<file path="src/rtl/hazard_stall_controller.sv">
// Pipeline hazard detection: load-use, branch-operand and mult/div structural stalls,
// redirect flush control, mult/div occupancy tracking and a saturating stall counter.
module hazard_stall_controller #(
  parameter int REG_AW     = 5,
  parameter int MD_LATENCY = 8,
  parameter int CNT_W      = 16
) (
  input  logic              clk,
  input  logic              reset,
  input  logic              ID_EX_mem_read,
  input  logic              ID_EX_reg_write,
  input  logic [REG_AW-1:0] ID_EX_rd,
  input  logic              EX_MEM_mem_read,
  input  logic [REG_AW-1:0] EX_MEM_rd,
  input  logic [REG_AW-1:0] IF_ID_rs,
  input  logic [REG_AW-1:0] IF_ID_rt,
  input  logic              IF_ID_uses_rs,
  input  logic              IF_ID_uses_rt,
  input  logic              IF_ID_is_branch,
  input  logic              IF_ID_is_md,
  input  logic              IF_ID_reads_hilo,
  input  logic              branch_taken,
  input  logic              jump,
  input  logic              stat_clear,
  output logic              pc_stall,
  output logic              IF_ID_stall,
  output logic              mux_control_hazard,
  output logic              IF_ID_flush,
  output logic              md_start,
  output logic              md_busy,
  output logic [7:0]        md_count,
  output logic [CNT_W-1:0]  stall_cycles
);

  localparam logic [7:0] MD_LOAD = 8'(MD_LATENCY);

  // Register 0 is hardwired to zero, so it can never carry a dependency.
  function automatic logic src_match(input logic              uses,
                                     input logic [REG_AW-1:0] src,
                                     input logic [REG_AW-1:0] dest);
    return uses && (src != '0) && (src == dest);
  endfunction

  logic match_ex;
  logic match_mem;
  logic load_use;
  logic branch_alu;
  logic branch_load;
  logic md_struct;
  logic stall;

  assign match_ex  = src_match(IF_ID_uses_rs, IF_ID_rs, ID_EX_rd) ||
                     src_match(IF_ID_uses_rt, IF_ID_rt, ID_EX_rd);
  assign match_mem = src_match(IF_ID_uses_rs, IF_ID_rs, EX_MEM_rd) ||
                     src_match(IF_ID_uses_rt, IF_ID_rt, EX_MEM_rd);

  assign load_use    = ID_EX_mem_read && match_ex;
  assign branch_alu  = IF_ID_is_branch && ID_EX_reg_write && !ID_EX_mem_read && match_ex;
  assign branch_load = IF_ID_is_branch && EX_MEM_mem_read && match_mem;
  assign md_struct   = md_busy && (IF_ID_is_md || IF_ID_reads_hilo);
  assign stall       = load_use || branch_alu || branch_load || md_struct;

  assign pc_stall           = stall;
  assign IF_ID_stall        = stall;
  assign mux_control_hazard = stall;

  // A redirect seen during a stall is dropped; the branch re-resolves once released.
  assign IF_ID_flush = (branch_taken || jump) && !stall;
  assign md_start    = IF_ID_is_md && !stall;
  assign md_busy     = (md_count != 8'd0);

  // NOTE: sequential state uses non-blocking assignments so every register samples
  // pre-edge values; the asynchronous reset clears occupancy without waiting for clk.
  always_ff @(posedge clk or posedge reset) begin
    if (reset) begin
      md_count <= 8'd0;
    end else if (md_start) begin
      md_count <= MD_LOAD;
    end else if (md_busy) begin
      md_count <= md_count - 8'd1;
    end
  end

  always_ff @(posedge clk or posedge reset) begin
    if (reset) begin
      stall_cycles <= '0;
    end else if (stat_clear) begin
      stall_cycles <= '0;
    end else if (stall && (stall_cycles != '1)) begin
      stall_cycles <= stall_cycles + CNT_W'(1);
    end
  end

endmodule
</file>
<file path="config.mk">
export PLATFORM = sky130hd
export DESIGN_NAME = hazard_stall_controller
export DESIGN_NICKNAME = d
export VERILOG_FILES = /design/src/rtl/hazard_stall_controller.sv
export SDC_FILE = /design/constraint.sdc
export NUM_CORES = 1
export LEC_CHECK = 0
export CORE_MARGIN = 3
export CORE_UTILIZATION = 35
export CTS_CLUSTER_SIZE = 28
export DETAILED_ROUTE_END_ITERATION = 10
export GPL_TIMING_DRIVEN = 0
export HOLD_SLACK_MARGIN = 0.1
export PLACE_DENSITY = 0.73
export SLEW_MARGIN = 15
export SYNTH_ARGS = -nofsm -noshare
export SYNTH_HDL_FRONTEND = slang
export SYNTH_SLANG_ARGS = --single-unit
</file>
<file path="constraint.sdc">
create_clock -name clk -period 2.35 [get_ports clk]
set_input_delay 0.235 -clock clk [delete_from_list [all_inputs] [get_ports clk]]
set_output_delay 0.235 -clock clk [all_outputs]
set_load 0.005 [all_outputs]
</file>
-- After elaboration in Yosys (flattened, before gate mapping)
Index checks and enable logic that the tools add are counted.
Widths: inputs -> output; s select.
- flip-flop bits (word level): 24
- input port bits: 33
- word-level logic and storage cells: 43
- output and inout bits: 30
- add/subtract/negate cells: 2
- mux-type cells: 4
- equal/unequal tests: 5
- reduce and logical (&&, ||, !) cells: 30
- operators by type and width (kind ; number):
    $mux 16 ; 2
    $eq 5x5->1 ; 4
    $add 16x1->16 const B ; 1
    $logic_and 1x1->1 ; 16
    $mux 8 ; 2
    $ne 16x16->1 const B ; 1
    $reduce_bool 5->1 ; 2
    $reduce_bool 8->1 ; 1
    $sub 8x1->8 const B ; 1
    $logic_or 1x1->1 ; 7
    $reduce_bool 2->1 ; 2
    $logic_not 1->1 ; 2

-- Longest topological paths before layout
Gate-level depths: netlist (run 1).
- depth in word-level cells: 11
- depth in mapped cells: 12
- depth with buffers taken out: 10

-- Worst setup path before layout (run 1)
No wires, ideal clock.
- path kind: register -> register
- start: reg md_count[0]
- end: reg stall_cycles[1]
- setup time: 0.133 ns
- required time: 2.217 ns
- data arrival time: 2.091 ns
- stages on the path, launching flop included: 13
- period minus slack after synthesis: 2.224 ns
- path slack: 0.126 ns
- path buffers: 2
- cell sequence: dfrtp_1 > inv_1 > ha_1 > nand3b_1 > nor3_2 > inv_2 > a32oi_1 > o21ai_1 > o21ai_4 > buf_6 > buf_12 > mux2i_1 > nor2_1
- cells in the longest elaborated chain, start to end: 5
- ends and longest elaborated chain (item ; line ; text):
    from (decl) ; 31 ; output logic [7:0] md_count,
    from (signal assigned) ; 80 ; md_count <= md_count - 8'd1;
    $reduce_bool 8->1 ; 70 ; assign md_busy = (md_count != 8'd0);
    named net md_busy ; 30 ; output logic md_busy,
    $logic_and 1x1->1 ; 60 ; assign md_struct = md_busy && (IF_ID_is_md || IF_ID_reads_hilo);
    $logic_or 1x1->1 ; 61 ; assign stall = load_use || branch_alu || branch_load || md_struct;
    $logic_and 1x1->1 ; 89 ; end else if (stall && (stall_cycles != '1)) begin
    $reduce_bool 2->1 (no line) ; n/a ;
    to (signal assigned) ; 90 ; stall_cycles <= stall_cycles + CNT_W'(1);
    to (decl) ; 32 ; output logic [CNT_W-1:0] stall_cycles
The timed path passes the listed nets, and every way through them passes these cells.
A chain may end at the register's enable or synchronous reset.

-- Worst setup path after layout (run 1)
- start: reg md_count[2]
- end: out pc_stall
- cells in the longest elaborated chain, start to end: 3
- ends and longest elaborated chain (item ; line ; text):
    $reduce_bool 8->1 ; 70 ;
    $logic_and 1x1->1 ; 60 ;
    $logic_or 1x1->1 ; 61 ;
    to (decl) ; 25 ; output logic pc_stall,
No other way between the ends.

==> results.cfg, run 1 <==
[status]
outcome = finished with violations
violated_checks = negative setup slack

[timing]
setup_repair_after_global_routing_missed_its_margin = yes
tightest_slew_ns = 0.9338
totalNegativeSetupSlack_ns = -0.07916
number_of_hold_violations_in_the_final_report = 0
period_minus_slack_ns = 2.399
finalSetupViolations = 3
worst_slew_margin_rel_pct = 37.68
highest_clock_rate_mhz = 416.8
worst_case_clock_skew_ns = 0.01175
final.setup.worst_slack_ns = -0.04944
post-route-period-util_pct = 102.1
finalMaxSlewViolations = 0

[synthesis]
yosys_register_bits = 24
synthesis.area_sq_mm = 0.001579
synthesized_area_per_cell_sq_um = 9.180
synth_cells = 172
synth_sequential_area_ratio_pct = 38.03
mappedNetlistNets = 207
post_synth_num_cell_types = 41
synth_warnings = 0

[critical_path]
crit_fanout = 3
crit-reg2reg-launch = md_count[2]
worst-endpoint-arrival_ns = 2.16
timing_worst_setup_path_type = flop to output pin
critical_path.startpoint_type = flop
worstSetupStartpoint = md_count[2]
setup_crit_end_kind = output pin
required_ns = 2.12
reg2regPathDepth = 12

[floorplan]
floorplan.die.height_um = 73.17
top_level_ports = 63
placementRows = 23
initial_core_util_pct = 37.84
floorplan.die_area_sq_mm = 0.005353
chipWidth_um = 73.17
core_area_sq_mm = 0.004173

[cells_and_area]
final_common_cell = sky130_fd_sc_hd__clkdlybuf4s50_1
mostFrequentLayoutCells = sky130_fd_sc_hd__clkdlybuf4s50_1 (48), sky130_fd_sc_hd__dfrtp_1 (23), sky130_fd_sc_hd__buf_4 (20)
final_layout_size_suffix_gt1_share_pct = 23.46
final_area_sq_mm = 0.002590
finish.net_count = 296
diodes = 0
area_growth_from_synthesis_to_layout_pct = 64.03

[worst_hold_path]
type_of_the_worst_min_delay_path = input port to flop
hp-start = stat_clear
hold-path-cell-count = 2

[clocking]
htreeDepth = 1
tritoncts.num_buffers = 3
clockRootBuffer = sky130_fd_sc_hd__clkbuf_8
clock_insertion_delay_worst_skew_ns = 0.27
cts_buffer_depth = 2
tritoncts = yes
numClockSinks = 24
post_cts_hold_buffer_count = 0
cts.reportedPaths.clkPinSlew_ns = 0.10

[flow_run]
max-cap-violations = 0

[power_and_ir_drop]
power.static_leakage_nw = 1.035
p_per_area_mw_per_mm2 = 636.9
worst_ir_drop_on_vdd_uv = 562.3

[drt]
route.vias.total = 1623
ant_nets = 0
finalWirelength_um = 4512
initialDrtViolationCount = 90
drcViolationCount = 0
first_pass_iters = 4
detail_route.vias_per_cell = 5.235
post_drt_wl_per_cell_um = 14.55

[place]
io_buf_count = 61
place_worst_setup_slack_ns = -0.6248
dpl.hpwl_um = 3052
gp_congestion = 0.8400
detailed_place.area_sq_mm = 0.002252

[global_route]
grt_overflow_total = 0
global_route_wire_length_before_repair_um = 7348
grtUsageTotal_pct = 17.01
grt_antenna_before_repair = 0
grt_max_degree = 25
via_count_of_the_first_global_routing_pass = 1582
-- final timing paths --
path / endpoint / slack, ns
worst max-delay path: pc_stall / -0.05
worst min-delay path: stall_cycles[11] / 0.37
worst max register to register: stall_cycles[1] / 0.08
worst min register to register: md_count[5] / 0.55
max in group asynchronous: md_count[2] / 1.26
min in group asynchronous: md_count[4] / 0.47
-- worst max-delay path, stage by stage (launching register included) --
cell                       delay [ns]
sky130_fd_sc_hd__dfrtp_2         0.44
sky130_fd_sc_hd__nor3_4          0.19
sky130_fd_sc_hd__nand3b_1        0.17
sky130_fd_sc_hd__nor3_4          0.18
sky130_fd_sc_hd__inv_2           0.07
sky130_fd_sc_hd__a32oi_2         0.18
sky130_fd_sc_hd__o21ai_2         0.09
sky130_fd_sc_hd__nor2_2          0.18
sky130_fd_sc_hd__inv_2           0.07
sky130_fd_sc_hd__buf_6           0.12
sky130_fd_sc_hd__buf_6           0.10
sky130_fd_sc_hd__buf_6           0.10
-- layout make-up --
cell class                 instances  area, sq um
tap                               50        62.56
fill                             335         1583
inverter                           9        33.78
timing repair buffer              84        793.3
clock inverter                     1        30.03
buffer                             7        61.31
sequential                        24        601.8
multi-input combinational        132        965.9
clock buffer                       3        41.29
-- power by group --
group          internal, mW  switching (mW)
clock                 0.228           0.139
combinational         0.424           0.270
sequential            0.492          0.0964
-- registers in the layout, indices dropped and copies added (netlist names) --
signal	count
md_count	8
stall_cycles	16
-- cell families after synthesis --
kind of cell               after synthesis  share of synthesized area (%)
and+or+nand+nor                         68                          24.64
xor gates and xnor gates                26                          14.42
buffers and inverters                   16                          5.784
adders and majority gates                2                          1.585
AOI/OAI and AO/OA                       33                          13.47
muxes                                    3                          2.060
DFF                                     24                          38.04
-- metrics by stage --
stage                     power (mW)  hold WS (ns)  util (%)  cells
after floorplan               0.8208        0.2496         -    172
after global placement         1.099        0.5075     53.97    283
after detailed placement       1.105        0.5247     53.97    283
after CTS                      1.571        0.3685     59.07    304
after global routing           1.750        0.3899     62.07    310
final                          1.650        0.3694     62.07    310
-- layer usage --
layer | global-route usage, % | vias up | wire length, um
met5 | 0 | - | 0
met4 | 2.459 | 0 | 42
met3 | 3.030 | 6 | 195
met2 | 28.90 | 46 | 2330
met1 | 22.95 | 779 | 1943
li1 | - | 792 | -
-- Yosys cell counts --
cell / instances / share of area, %
sky130_fd_sc_hd__nand2_1: 11 / 2.6
sky130_fd_sc_hd__and2_1: 1 / 0.40
sky130_fd_sc_hd__buf_4: 2 / 0.95
sky130_fd_sc_hd__o21a_1: 1 / 0.48
sky130_fd_sc_hd__nand2b_1: 3 / 1.2
sky130_fd_sc_hd__nand3_1: 7 / 2.2
sky130_fd_sc_hd__and4_1: 1 / 0.55
sky130_fd_sc_hd__nand3_2: 1 / 0.63
sky130_fd_sc_hd__mux2_1: 2 / 1.4
sky130_fd_sc_hd__o211a_1: 1 / 0.63
sky130_fd_sc_hd__or4_1: 10 / 4.8
sky130_fd_sc_hd__dfrtp_1: 24 / 38
sky130_fd_sc_hd__buf_6: 1 / 0.71
sky130_fd_sc_hd__o21ai_4: 1 / 1.0
sky130_fd_sc_hd__a21oi_1: 11 / 3.5
sky130_fd_sc_hd__xnor2_1: 11 / 6.1
sky130_fd_sc_hd__o31ai_1: 7 / 3.3
sky130_fd_sc_hd__o22ai_1: 1 / 0.40
sky130_fd_sc_hd__ha_1: 2 / 1.6
sky130_fd_sc_hd__buf_12: 1 / 1.3
sky130_fd_sc_hd__nand4_1: 2 / 0.79
sky130_fd_sc_hd__o21bai_1: 1 / 0.48
sky130_fd_sc_hd__inv_1: 8 / 1.9
sky130_fd_sc_hd__nor2_2: 1 / 0.40
sky130_fd_sc_hd__or3_1: 5 / 2.0
sky130_fd_sc_hd__inv_2: 1 / 0.24
sky130_fd_sc_hd__nor3_1: 2 / 0.63
sky130_fd_sc_hd__xor2_1: 15 / 8.3
sky130_fd_sc_hd__a21oi_2: 1 / 0.55
sky130_fd_sc_hd__nand3b_1: 1 / 0.48
sky130_fd_sc_hd__a32oi_1: 1 / 0.55
sky130_fd_sc_hd__clkbuf_1: 3 / 0.71
sky130_fd_sc_hd__or2_2: 1 / 0.40
sky130_fd_sc_hd__nor2b_1: 2 / 0.79
sky130_fd_sc_hd__nor2_1: 10 / 2.4
sky130_fd_sc_hd__mux2i_1: 1 / 0.63
sky130_fd_sc_hd__o21ai_1: 6 / 1.9
sky130_fd_sc_hd__nor3_2: 2 / 1.3
sky130_fd_sc_hd__nor4_1: 7 / 2.8
sky130_fd_sc_hd__and3_1: 1 / 0.40
sky130_fd_sc_hd__o21ai_0: 2 / 0.63
-- repair_timing --
action                                  CTS  global route
resized for setup                        44            12
setup buffers                            17             5
pin swaps                                13             9
endpoints found under the setup margin   16            22
cloned                                    0             1
No activity file was read; power rests on OpenSTA's default activity.
==> inputs of run 2 (changes only) <==
Settings changed: GPL_TIMING_DRIVEN 0 to 1, REMOVE_ABC_BUFFERS from default to 1.
==> results.cfg, run 2 (same netlist as run 1, synthesis figures left out) <==
[place]
dpl.hpwl_um = 3370
io_buf_count = 62
gp_congestion = 0.8672

[worst_hold_path]
type_of_the_worst_min_delay_path = input port to async pin

[timing]
totalNegativeSetupSlack_ns = 0
post-route-period-util_pct = 98.87
finalSetupViolations = 0
whs_ns = 0.3026
finalMaxSlewViolations = 0
setup_repair_after_global_routing_missed_its_margin = yes
number_of_hold_violations_in_the_final_report = 0
highest_clock_rate_mhz = 430.4
tightest_slew_ns = 0.7714
period_minus_slack_ns = 2.323
worst_case_clock_skew_ns = 0.01194
worst_slew_margin_rel_pct = 48.41

[critical_path]
cp_max_delay_cell = sky130_fd_sc_hd__or4_4
critical_path.startpoint_type = input port
cp_common_cell = sky130_fd_sc_hd__buf_4
timing_worst_setup_path_type = input port to flop
required_ns = 2.55
critical_path_buf_inv_count = 5
setup_crit_end_kind = flop
worst_path_dominant_cell_family = simple AND/OR/NAND/NOR gates
crit_fanout = 6
cp_slowest_stage_delay_ns = 0.47
worst-endpoint-arrival_ns = 2.52
crit_path_cell_trace = dlygate4sd2_1, buf_4, xor2_1, nor4_2, a32oi_2, o21ai_2, buf_4, o21ai_4, buf_12, buf_8, or4_4, a21oi_2

[drt]
post_drt_wl_per_cell_um = 14.74
detail_route.vias_per_cell = 5.098
initialDrtViolationCount = 136
finalWirelength_um = 4968
first_pass_iters = 4
drcViolationCount = 0
ant_nets = 0
route.vias.total = 1718

[cells_and_area]
largest_register_ff_count = 16
top_register = stall_cycles
final_layout_size_suffix_gt1_share_pct = 33.45
finish.net_count = 323
registers_with_the_highest_flip_flop_counts = stall_cycles x16, md_count x8
final_common_cell = sky130_fd_sc_hd__buf_4
mostFrequentLayoutCells = sky130_fd_sc_hd__buf_4 (50), sky130_fd_sc_hd__clkdlybuf4s50_1 (37), sky130_fd_sc_hd__dfrtp_1 (22)
diodes = 0
area_growth_from_synthesis_to_layout_pct = 80.19

[floorplan]
chipWidth_um = 73.17
core_area_sq_mm = 0.004173
floorplan.die.height_um = 73.17
initial_core_util_pct = 37.84
placementRows = 23
top_level_ports = 63
floorplan.die_area_sq_mm = 0.005353

[clocking]
tritoncts = yes
clock_insertion_delay_worst_skew_ns = 0.27
htreeDepth = 1
cts.reportedPaths.clkPinSlew_ns = 0.10
numClockSinks = 24
post_cts_hold_buffer_count = 0
tritoncts.num_buffers = 3
cts_buffer_depth = 2
clockRootBuffer = sky130_fd_sc_hd__clkbuf_8

[global_route]
via_count_of_the_first_global_routing_pass = 1719
grt_max_degree = 25
grt_overflow_total = 0
grtUsageTotal_pct = 18.09
global_route_wire_length_before_repair_um = 7721
grt_antenna_before_repair = 0

[power_and_ir_drop]
worst_ir_drop_on_vdd_uv = 606.5
power.static_leakage_nw = 1.263
p_per_area_mw_per_mm2 = 603.7

[status]
outcome = finished, final reports clean

[flow_run]
max-cap-violations = 0
run 2: cell types whose count changed in the layout (fill, tap and decap cells not counted), moves of 3 or more:
| cell | previous run | this run |
|---|---|---|
| sky130_fd_sc_hd__buf_4 | 20 | 50 |
| sky130_fd_sc_hd__buf_2 | 3 | 0 |
| sky130_fd_sc_hd__clkdlybuf4s50_1 | 48 | 37 |
| sky130_fd_sc_hd__dlygate4sd2_1 | 6 | 10 |
| sky130_fd_sc_hd__clkbuf_1 | 3 | 0 |
| sky130_fd_sc_hd__dlymetal6s2s_1 | 0 | 7 |
run 2: final timing paths:
kind | from | end | slack (ns) | depth (start not counted)
setup / recovery | IF_ID_rt[4] | stall_cycles[7] | 0.03 | 12
hold / removal | reset | stall_cycles[2] | 0.30 | 3
setup reg to reg | md_count[1] | stall_cycles[6] | 0.11 | 13
hold reg to reg | md_count[5] | md_count[5] | 0.54 | 1
max in group asynchronous | reset | stall_cycles[5] | 1.79 | 3
min in group clk | md_count[5] | md_count[5] | 0.54 | 1
run 2: timing repair:
action | in CTS | in global routing
resized for setup | 49 | 30
pin swaps | 22 | 15
endpoints found under the setup margin | 12 | 20
setup buffers | 16 | 2
run 2: area by class of cell:
| type | instances | area (sq um) |
|---|---|---|
| timing repair buffer | 118 | 1081 |
| clock inverter | 1 | 30.03 |
| clock buffer | 3 | 41.29 |
| inverter | 9 | 33.78 |
| fill | 319 | 1328 |
| tap | 50 | 62.56 |
| sequential | 24 | 603.1 |
| multi-input combinational | 132 | 993.5 |
run 2: worst min-delay path, stage by stage:
cell,delay [ns]
sky130_fd_sc_hd__clkdlybuf4s50_1,0.39
sky130_fd_sc_hd__inv_1,0.05
sky130_fd_sc_hd__buf_4,0.30
run 2: where the power goes:
part	total (mW)	internal, mW	switching, mW	leakage (nW)
logic	0.783	0.491	0.293	0.914
clock network	0.371	0.228	0.143	0.0357
registers	0.564	0.491	0.0731	0.314
total	1.72	1.21	0.508	1.26
run 2: metrics by stage:
stage	util [%]	total power [mW]	cells	area, sq um	setup slack (ns)
3_5_place_dp	60.15	1.228	316	2510	-0.4182
6_report	68.19	1.718	337	2845	0.02651
2_1_floorplan	-	0.8001	165	1521	-0.004011
4_1_cts	65.13	1.689	335	2718	-0.02340
3_3_place_gp	60.15	1.214	316	2510	-0.4009
5_1_grt	68.19	1.821	337	2845	-0.1007
run 2: layer usage:
| layer | routed length, um | global-route usage, % | vias up |
|---|---|---|---|
| li1 | - | - | 847 |
| met1 | 2123 | 23.79 | 809 |
| met2 | 2546 | 31.48 | 54 |
| met3 | 231 | 3.719 | 8 |
| met4 | 67 | 1.844 | 0 |
| met5 | 0 | 0 | - |
==> inputs of run 3 (changes only) <==
Settings changed: ABC_AREA from default to 1, PLACE_DENSITY 0.73 to 0.7.
==> results.cfg, run 3 <==
[worst_hold_path]
type_of_the_worst_min_delay_path = input port to async pin

[timing]
period_minus_slack_ns = 2.183
highest_clock_rate_mhz = 458.1
finalSetupViolations = 0
worst_slew_margin_rel_pct = 77.34
post-route-period-util_pct = 92.89
tightest_slew_ns = 0.3373
setup_repair_after_global_routing_missed_its_margin = no
totalNegativeSetupSlack_ns = 0
number_of_hold_violations_in_the_final_report = 0
finalMaxSlewViolations = 0
worst_case_clock_skew_ns = 0.004691

[floorplan]
floorplan.die_area_sq_mm = 0.006401
chipWidth_um = 80.01
core_area_sq_mm = 0.005205
placementRows = 26
floorplan.die.height_um = 80.01
initial_core_util_pct = 36.83
top_level_ports = 63

[cells_and_area]
registers_with_the_highest_flip_flop_counts = stall_cycles x16, md_count x8
layout.filler_cells = 502
diodes = 0
sequential_cell_area_sq_um = 600.6
final_common_cell = sky130_fd_sc_hd__nand2_1
footprint_of_the_multi_input_gates_sq_mm = 0.001125
finish.net_count = 371
area_growth_from_synthesis_to_layout_pct = 40.86
largest_register_ff_count = 16
mostFrequentLayoutCells = sky130_fd_sc_hd__nand2_1 (66), sky130_fd_sc_hd__clkdlybuf4s50_1 (57), sky130_fd_sc_hd__inv_1 (41)
final_layout_size_suffix_gt1_share_pct = 7.164
top_register = stall_cycles

[critical_path]
regToRegSetupSlack_ns = 0.36
crit_fanout = 5
timing_worst_setup_path_type = input port to output pin
required_ns = 2.12
critical_path.startpoint_type = input port
setup_crit_end_kind = output pin
worst-endpoint-arrival_ns = 1.95

[clocking]
numClockSinks = 24
clock_insertion_delay_worst_skew_ns = 0.27
tritoncts = yes
cts.reportedPaths.clkPinSlew_ns = 0.09
clockRootBuffer = sky130_fd_sc_hd__clkbuf_8
cts_buffer_depth = 2
htreeDepth = 1
tritoncts.num_buffers = 3

[synthesis]
yosys_register_bits = 24
synthesized_area_per_cell_sq_um = 7.021
synthTopCellsByCount = sky130_fd_sc_hd__nand2_1 (66), sky130_fd_sc_hd__inv_1 (43), sky130_fd_sc_hd__nand3_1 (31)
synth_async_sr_flop_share_pct = 100.0
synthDominantAreaCellType = sky130_fd_sc_hd__dfrtp_1
number_of_enable_flip_flop_cells_after_synthesis = 0
post_synth_num_cell_types = 30
synth.top_cells.by_area = sky130_fd_sc_hd__dfrtp_1 (31%), sky130_fd_sc_hd__nand2_1 (13%), sky130_fd_sc_hd__xor2_1 (12%)
synthesis.area_sq_mm = 0.001917
synth_top_area_share_pct = 31.33
postSynth.topFlopCell = sky130_fd_sc_hd__dfrtp_1
synth_cells = 273
synth.most_common_cell = sky130_fd_sc_hd__nand2_1
synth_warnings = 0
synth_sequential_area_ratio_pct = 31.33

[global_route]
grtUsageTotal_pct = 15.80
grt_overflow_total = 0
via_count_of_the_first_global_routing_pass = 1827
grt_antenna_before_repair = 0
grt_max_degree = 33
global_route_wire_length_before_repair_um = 8114

[drt]
finalWirelength_um = 4749
drcViolationCount = 0
route.vias.total = 1895
detail_route.vias_per_cell = 4.679
ant_nets = 0
post_drt_wl_per_cell_um = 11.73
initialDrtViolationCount = 63
first_pass_iters = 4

[status]
outcome = finished, final reports clean

[power_and_ir_drop]
power.static_leakage_nw = 1.457
pwr_total_mw = 1.432
worst_ir_drop_on_vdd_uv = 508.1
p_per_area_mw_per_mm2 = 530.4

[place]
gp_congestion = 0.8281
dpl.hpwl_um = 3655
io_buf_count = 62

[flow_run]
max-cap-violations = 0
run 3: changes by cell type in the layout (fill, tap and decap cells not counted), sizes merged, moves of 10 or more:
cell	previous run	this run
a21oi	12	0
buf	60	5
clkdlybuf4s50	37	57
dlygate4sd2	10	0
inv	9	43
nand2	11	69
nand3	8	32
nand4	2	20
nor2	11	32
or4	10	0
xor2	15	26
run 3: kinds of logic after synthesis:
family	Yosys count	share of synthesized area, %
XOR/XNOR	31	14.16
adder cells (fa/ha/maj)	2	1.305
flip-flops	24	31.33
buffers and inverters	52	11.23
AND/OR/NAND/NOR	160	40.47
AO/OA/AOI/OAI	4	1.501
run 3: critical path, cell delays in order:
cell and delay (ns):
sky130_fd_sc_hd__clkdlybuf4s50_1 0.54, sky130_fd_sc_hd__inv_1 0.06, sky130_fd_sc_hd__nand2_1 0.06, sky130_fd_sc_hd__nand4_1 0.09
sky130_fd_sc_hd__nor2_1 0.11, sky130_fd_sc_hd__nand2_1 0.06, sky130_fd_sc_hd__nand2_1 0.06, sky130_fd_sc_hd__nand2_1 0.09
sky130_fd_sc_hd__nand3_4 0.14, sky130_fd_sc_hd__clkdlybuf4s50_1 0.52
run 3: routing by layer:
layer | global-route usage [%] | up-vias | share of wire [%]
met5 | 0 | - | 0
met4 | 5.405 | 0 | 2.5
met3 | 3.499 | 13 | 4.9
met2 | 27.90 | 44 | 49
met1 | 18.71 | 856 | 43
li1 | - | 982 | -
run 3: final cells by class:
cell class              count  share of cell area [%]
clock buffers               4                   2.039
inverters                  43                   5.978
multi-input cells         197                   41.66
flip-flops and latches     24                   22.24
well taps                  70                   3.244
repair buffers             67                   24.84
run 3: worst paths after layout:
path,startpoint,end,cells past startpoint
setup / recovery,IF_ID_rt[0],pc_stall,10
min in group clk,md_count[1],md_count[1],2
hold reg to reg,md_count[1],md_count[1],2
max in group asynchronous,reset,stall_cycles[10],3
hold / removal,reset,stall_cycles[12],3
setup reg to reg,stall_cycles[0],stall_cycles[11],9
run 3: repair_timing:
item,in CTS,in global routing
resized for setup,4,7
setup buffers,0,1
setup endpoints to repair,2,5
hold buffers,0,0
pin swaps,0,4
run 3: through the flow:
stage | setup WS [ns] | hold slack (ns) | cells | util, % | cell area (sq um)
after global placement | 0.1132 | 0.5040 | 400 | 49.98 | 2601
final | 0.1670 | 0.2985 | 405 | 51.88 | 2700
after CTS | 0.0006453 | 0.3110 | 404 | 51.49 | 2680
after detailed placement | 0.06835 | 0.5198 | 400 | 49.98 | 2601
after floorplan | 0.6483 | 0.2496 | 264 | - | 1863
after global routing | 0.0004186 | 0.3286 | 405 | 51.88 | 2700
run 3: power breakdown:
part           total, mW  internal (mW)  switching (mW)  leakage (nW)
clock              0.289          0.150           0.140        0.0288
sequential         0.573          0.489          0.0837         0.318
combinational      0.570          0.319           0.251          1.11
